`src/rtl/cordic_pkg.sv`:
```
// cordic_pkg: shared CORDIC constants, binary-angle arctangent table and encodings
package cordic_pkg;

    typedef enum logic [1:0] {IDLE, RUN, DONE} cordic_state_e;
    typedef enum logic {CORDIC_ROT = 1'b0, CORDIC_VEC = 1'b1} cordic_mode_e;

    localparam logic [31:0] CORDIC_K_Q2_30 = 32'h6964_8523;

    localparam logic [127:0] INV_2PI_Q128 = 128'h28BE_60DB_9391_054A_7F09_D5F4_7D4D_3770;

    function automatic logic [63:0] atan_bam(input int i);
        logic [255:0] acc;
        logic [255:0] term;
        logic [255:0] prod;
        if (i == 0) return 64'h2000_0000_0000_0000;
        acc = '0;
        for (int k = 0; (2 * k + 1) * i < 128; k++) begin
            term = (256'd1 << (128 - (2 * k + 1) * i)) / 256'(2 * k + 1);
            acc = k[0] ? acc - term : acc + term;
        end
        prod = acc * {128'd0, INV_2PI_Q128};
        return prod[255:192];
    endfunction

    function automatic logic [0:63][63:0] build_atan_table();
        logic [0:63][63:0] t;
        for (int i = 0; i < 64; i++) t[i] = atan_bam(i);
        return t;
    endfunction

    localparam logic [0:63][63:0] ATAN_TABLE = build_atan_table();

endpackage

```
`src/rtl/cordic_if.sv`:
```
// cordic_if: link between the iteration controller and one combinational micro-rotation core
interface cordic_if import cordic_pkg::*; #(
    parameter int p_WIDTH = 32
);
    localparam int p_LOG2_WIDTH = $clog2(p_WIDTH);

    logic signed [p_WIDTH-1:0]  xprev, yprev, zprev;
    logic signed [p_WIDTH-1:0]  xnext, ynext, znext;
    cordic_mode_e               mode;
    logic [p_LOG2_WIDTH-1:0]    shift_amnt;
    logic [p_WIDTH-1:0]         angle;
    logic                       dir;
    logic                       xOverflow, yOverflow, zOverflow;

    modport controller (
        output xprev, yprev, zprev, mode, shift_amnt, angle, dir,
        input  xnext, ynext, znext, xOverflow, yOverflow, zOverflow
    );

    modport core (
        input  xprev, yprev, zprev, mode, shift_amnt, angle, dir,
        output xnext, ynext, znext, xOverflow, yOverflow, zOverflow
    );

endinterface

```
`src/rtl/cordic_iter_ctrl.sv`:
```
// cordic_iter_ctrl: runs p_ITER micro-rotations, one per clock, through an external CORDIC core
module cordic_iter_ctrl import cordic_pkg::*; #(
    parameter int p_WIDTH = 32,
    parameter int p_ITER  = 16
) (
    input  logic                      clk,
    input  logic                      rst_n,
    input  logic                      in_valid,
    output logic                      in_ready,
    input  logic                      in_mode,
    input  logic signed [p_WIDTH-1:0] in_x,
    input  logic signed [p_WIDTH-1:0] in_y,
    input  logic signed [p_WIDTH-1:0] in_z,
    output logic                      out_valid,
    input  logic                      out_ready,
    output logic signed [p_WIDTH-1:0] out_x,
    output logic signed [p_WIDTH-1:0] out_y,
    output logic signed [p_WIDTH-1:0] out_z,
    output logic [2:0]                out_ovf,
    cordic_if.controller              core
);
    localparam int p_LOG2_WIDTH = $clog2(p_WIDTH);
    localparam int ITER_W       = p_LOG2_WIDTH + 1;
    localparam logic [ITER_W-1:0] ITER_LAST = ITER_W'(p_ITER - 1);

    cordic_state_e             state, state_nxt;
    logic [ITER_W-1:0]         iter;
    logic signed [p_WIDTH-1:0] x_q, y_q, z_q;
    cordic_mode_e              mode_q;
    logic [2:0]                ovf_q;
    logic                      accept;

    assign accept    = in_valid && in_ready;
    assign out_x     = x_q;
    assign out_y     = y_q;
    assign out_z     = z_q;
    assign out_ovf   = ovf_q;

    assign core.xprev      = x_q;
    assign core.yprev      = y_q;
    assign core.zprev      = z_q;
    assign core.mode       = mode_q;
    assign core.shift_amnt = iter[p_LOG2_WIDTH-1:0];
    assign core.angle      = ATAN_TABLE[iter][63 -: p_WIDTH];
    assign core.dir        = mode_q == CORDIC_VEC ? y_q[p_WIDTH-1] : !z_q[p_WIDTH-1];

    // state register
    always_ff @(posedge clk) begin
        state <= !rst_n ? IDLE : state_nxt;
    end

    // handshakes and next state
    always_comb begin
        state_nxt = state;
        in_ready  = state == IDLE;
        out_valid = state == DONE;
        case (state)
            IDLE:    state_nxt = in_valid ? RUN : IDLE;
            RUN:     state_nxt = iter == ITER_LAST ? DONE : RUN;
            DONE:    state_nxt = out_ready ? IDLE : DONE;
            default: state_nxt = IDLE;
        endcase
    end

    // operand load, per-iteration update and sticky overflow collection
    always_ff @(posedge clk) begin
        if (!rst_n) begin
            iter   <= '0;
            x_q    <= '0;
            y_q    <= '0;
            z_q    <= '0;
            mode_q <= CORDIC_ROT;
            ovf_q  <= '0;
        end else if (accept) begin
            iter   <= '0;
            x_q    <= in_x;
            y_q    <= in_y;
            z_q    <= in_z;
            mode_q <= cordic_mode_e'(in_mode);
            ovf_q  <= '0;
        end else if (state == RUN) begin
            iter   <= iter + 1'b1;
            x_q    <= core.xnext;
            y_q    <= core.ynext;
            z_q    <= core.znext;
            ovf_q  <= ovf_q | {core.zOverflow, core.yOverflow, core.xOverflow};
        end
    end

endmodule

```
`src/flat_wrapper.sv`:
```
// flat-port wrapper written by rule: the top's interface ports become plain ports
module cordic_iter_ctrl_flat import cordic_pkg::*;
#(
    parameter int p_WIDTH = 32,
    parameter int p_ITER  = 16
)
  (clk, rst_n, in_valid, in_ready, in_mode, in_x, in_y, in_z, out_valid, out_ready, out_x, out_y, out_z, out_ovf, core_xprev, core_yprev, core_zprev, core_mode, core_shift_amnt, core_angle, core_dir, core_xnext, core_ynext, core_znext, core_xOverflow, core_yOverflow, core_zOverflow);
  cordic_if #(.p_WIDTH(p_WIDTH)) core_i ();
  input  logic clk;
  input  logic rst_n;
  input  logic in_valid;
  output logic in_ready;
  input  logic in_mode;
  input  logic signed [p_WIDTH-1:0] in_x;
  input  logic signed [p_WIDTH-1:0] in_y;
  input  logic signed [p_WIDTH-1:0] in_z;
  output logic out_valid;
  input  logic out_ready;
  output logic signed [p_WIDTH-1:0] out_x;
  output logic signed [p_WIDTH-1:0] out_y;
  output logic signed [p_WIDTH-1:0] out_z;
  output logic [2:0] out_ovf;
  output wire logic [$bits(core_i.xprev)-1:0] core_xprev;
  output wire logic [$bits(core_i.yprev)-1:0] core_yprev;
  output wire logic [$bits(core_i.zprev)-1:0] core_zprev;
  output wire logic [$bits(core_i.mode)-1:0] core_mode;
  output wire logic [$bits(core_i.shift_amnt)-1:0] core_shift_amnt;
  output wire logic [$bits(core_i.angle)-1:0] core_angle;
  output wire logic [$bits(core_i.dir)-1:0] core_dir;
  input wire logic [$bits(core_i.xnext)-1:0] core_xnext;
  input wire logic [$bits(core_i.ynext)-1:0] core_ynext;
  input wire logic [$bits(core_i.znext)-1:0] core_znext;
  input wire logic [$bits(core_i.xOverflow)-1:0] core_xOverflow;
  input wire logic [$bits(core_i.yOverflow)-1:0] core_yOverflow;
  input wire logic [$bits(core_i.zOverflow)-1:0] core_zOverflow;
  assign core_xprev = core_i.xprev;
  assign core_yprev = core_i.yprev;
  assign core_zprev = core_i.zprev;
  assign core_mode = core_i.mode;
  assign core_shift_amnt = core_i.shift_amnt;
  assign core_angle = core_i.angle;
  assign core_dir = core_i.dir;
  assign core_i.xnext = core_xnext;
  assign core_i.ynext = core_ynext;
  assign core_i.znext = core_znext;
  assign core_i.xOverflow = core_xOverflow;
  assign core_i.yOverflow = core_yOverflow;
  assign core_i.zOverflow = core_zOverflow;
  cordic_iter_ctrl #(.p_WIDTH(p_WIDTH), .p_ITER(p_ITER)) u_core (.clk(clk), .rst_n(rst_n), .in_valid(in_valid), .in_ready(in_ready), .in_mode(in_mode), .in_x(in_x), .in_y(in_y), .in_z(in_z), .out_valid(out_valid), .out_ready(out_ready), .out_x(out_x), .out_y(out_y), .out_z(out_z), .out_ovf(out_ovf), .core(core_i));
endmodule
```
`config.mk`:
```
export PLATFORM = sky130hd
export DESIGN_NAME = cordic_iter_ctrl_flat
export DESIGN_NICKNAME = d
export VERILOG_FILES = /design/src/rtl/cordic_pkg.sv /design/src/rtl/cordic_if.sv /design/src/rtl/cordic_iter_ctrl.sv /design/src/flat_wrapper.sv
export SDC_FILE = /design/constraint.sdc
export NUM_CORES = 1
export LEC_CHECK = 0
export CAP_MARGIN = 30
export CORE_AREA = 4 4 169 171
export DETAILED_ROUTE_END_ITERATION = 10
export DIE_AREA = 0 0 173 175
export DONT_BUFFER_PORTS = 1
export PLACE_DENSITY = 0.47
export SKIP_CTS_REPAIR_TIMING = 1
export SKIP_LAST_GASP = 1
export SLEW_MARGIN = 20
export SYNTH_ARGS = -nofsm -noshare
export SYNTH_HDL_FRONTEND = slang
export SYNTH_SLANG_ARGS = --single-unit
```
`constraint.sdc`:
```
create_clock -name clk -period 3.9 [get_ports clk]
set_input_delay 0.585 -clock clk [delete_from_list [all_inputs] [get_ports clk]]
set_output_delay 0.585 -clock clk [all_outputs]
set_load 0.01 [all_outputs]
```
==> results.md <==
- Cts bufs inserted: 9
- Net count, final: 812
- Placed instance count: 933
- Routed via count: 4,873
- Crit path DAT: between 2000 and 3000 ps
- Layout cells sized above 1: 5.91%
- Hold path start: core_xOverflow
- Async S/R FF share, synth: 0%
- DRT Pass-1 Iters: 5
- Netlist Area Pre-Place: 6200 um2
- GR Util met2: roughly a fifth
- Crit path kind: reg -> out
- First-pass GRT wire length: 30,600 um
- Peak VDD IR: 0.147 mV
- Met1 usage: 16.2%
- Yosys cell types: 53
- Vias/cell: between 5 and 6
- Gr ovfl total: 0
- Worst Hold Depth: 2
- WHS: between 300 and 400 ps
- Worst-Margin Slew: 838 ps
- Largest cells by area after synthesis: dfxtp_1 35%, buf_4 14%, a22oi_1 12%
- Top cell family by delay on the critical path: flip-flops
- Power Density: around 450 nW/um2
- Boundary Pins: 436
- Max-slew headroom: ~44%
- Largest area contributor in the netlist: dfxtp_1
- Critical-path maximum fanout: 16
- DR WL/cell: 21.8 um
- Final TNS setup: 0 ps
- Drt initial violations: 543
- Fmax: approximately 0.31 GHz
- Placed inst area: 5600 um2
- Final Cell Area: 5920 um2
- Core Area: 26,900 um2
- Initial Utilization: 23.1%
- Max_cap viols: 0
- Leakage: 0.00205 uW
- Root buf cell: clkbuf_16
- Cells after Synth: 750
- R2r setup slk: 1870 ps
- Routability congestion estimate from global placement: 0.858
- Clock buffer depth: 2
- Largest net degree at the start of global routing: 105
- Initial antenna violation count: 1
- I/O Buffers: 0
- Area of the multi-input gates: 2930 um2
- Vias in the first global route: around 4,700
- Finish-stage setup viols: 0
- Seq/Total Area, Yosys: 34.9%
- CTS Sinks: 108
- Synth top area share: 34.9%
- Hpwl dp: 15,400 um
- Synthesized flop and latch total: 108
- Post-synth EDFFs: 0
- Synthesis-to-finish area growth: -4.48%
- Outcome: finished clean
- Final Critical Period: 3270 ps
- Htree depth: 3
- DIE AREA: 30,300 um2
- Min-Delay Path Class: in -> reg
- Number of fill cells in the layout: a little under 3,000
- GRT Overall Usage: 12.9%
- Worst-path clk slew: 80 ps
- Slowest-stage cell, CP: dfxtp_1
- Final Hold Violating Endpoints: 0
- Commonest cells after routing, fill and taps aside: 128 x nand2_1, 108 x dfxtp_1, 96 x a22oi_1
- Syn Area/Cell: 8.26 um2
- Register area: roughly 2200 um2
- Post-route DRC: 0
- Die Ht: 175 um
- Worst path cell trace: inv_1 -> ha_1 -> nand2_1 -> a221oi_1 -> a41o_1
- Routed WL: ~21,000 um
- Die span in x: between 150 and 200 um
- RR Endpoint: u_core.iter[5]
- Cell Count, Final, Fillers Out: 951
- Hold EP: u_core.out_ovf[0]
- Buf/Inv on CP: 1
- Reg-to-Reg Start: u_core.iter[2]
- Met3 Use GR: 4.44%
- Most Used Layer, Global Route: met2
- Tcrit/Tclk final: 83.9%
- RSZ-0062 raised after global routing: false
- Crit path largest cell delay: 760 ps
- Clock Skew: 9.48 ps
- Row cnt: 60
- CP Capture Type: output port
- Slew Limit Fails: 0
- Commonest non-fill, non-tap cell in the layout: nand2_1
- TritonCTS clock tree: built
- Yosys synthesis warning count: 0
- Startpoint types: flip-flop
- Ys flop type: dfxtp_1
- WP data required: approximately 3300 ps
- Reg2Reg Depth: 4
- Clock Latency Late Sink: 350 ps
- Routed Antenna Nets: 0
==> report_power, final <==
part	switching, uW	leakage, uW	internal [uW]
logic	211	0.00102	133
clock network	489	0.000143	453
registers	202	0.000891	1190
total	902	0.00205	1780
==> routing by layer <==
layer | wire, um | vias to the layer above | part of all wire (%)
li1 | - | 2235 | -
met2 | 10100 | 322 | 48
met5 | 0 | - | 0
met1 | 8360 | 2299 | 40
met3 | 2000 | 17 | 9.6
met4 | 322 | 0 | 1.6
==> worst reg2reg max path, delay by kind of cell, from the launching register on <==
kind	cells	cell delay, ps
and+or+nand+nor	3	950
DFF	1	780
xor gates and xnor gates	1	180
==> area by class of cell <==
| class | instances | share of cell area (%) |
|---|---|---|
| Antenna cell | 1 | 0.0423 |
| Clock buffer | 9 | 3.80 |
| Clock inverter | 7 | 1.16 |
| Inverter | 6 | 0.380 |
| Multi-Input combinational cell | 472 | 49.5 |
| Sequential cell | 108 | 36.5 |
| Tap cell | 341 | 7.21 |
| Timing Repair Buffer | 7 | 1.37 |
==> synthesized netlist by cell type (2+ instances only) <==
cell / count
nand2_1: 128
buf_4: 113
dfxtp_1: 108
a22oi_1: 96
a21boi_1: 50
a21boi_0: 46
buf_2: 32
nor2_1: 28
a21oi_1: 23
clkbuf_1: 17
a211oi_1: 13
nor2b_1: 9
ha_1: 8
o21ai_0: 8
nand2b_1: 7
inv_1: 4
mux2i_1: 4
a31oi_1: 3
o211ai_1: 3
or2_2: 3
or3_1: 3
xor2_1: 3
a21o_1: 2
a221oi_1: 2
a311oi_1: 2
and2_1: 2
buf_6: 2
inv_2: 2
mux2_2: 2
nand3b_1: 2
nor3_1: 2
nor3b_1: 2
==> cell families (layout without fill, tap and decap cells) <==
kind of cell | Yosys count | count (layout) | share of synthesized area, %
compound gates | 259 | 259 | 30.4
xor+xnor | 4 | 4 | 0.565
simple gates | 193 | 193 | 13.4
buf+inv | 171 | 29 | 18.1
other cells | 1 | 3 | 0.0605
fa+ha+maj | 8 | 8 | 1.62
flops | 108 | 108 | 34.9
mux | 6 | 6 | 1.01
==> how the worst max path moves through the flow <==
stage | from | endpoint | slack, ps | depth (start not counted)
floorplan | u_core.iter[0] | core_angle[2] | 1610 | 6
global placement | u_core.iter[0] | core_angle[3] | 1130 | 5
finish | u_core.iter[0] | core_angle[3] | 630 | 5
global route | u_core.iter[0] | core_angle[3] | 440 | 5
CTS | u_core.iter[0] | core_angle[3] | 650 | 5
detailed placement | u_core.iter[0] | core_angle[3] | 1060 | 5
==> flip-flops by register name, indices dropped and copies added, names as in the netlist <==
register,cells
u_core.iter,6
u_core.core.mode,1
u_core.core.xprev,32
u_core.core.yprev,32
u_core.state,2
u_core.core.zprev,32
u_core.out_ovf,3
==> through the flow <==
step	power, uW	setup WS (ps)	util [%]
floorplan	1780	1610	-
global placement	1760	1130	20.8
detailed placement	1770	1060	20.8
CTS	2750	650	21.9
global route	2850	444	22.0
finish	2680	628	22.0
Power figures use the tool's default switching activity.
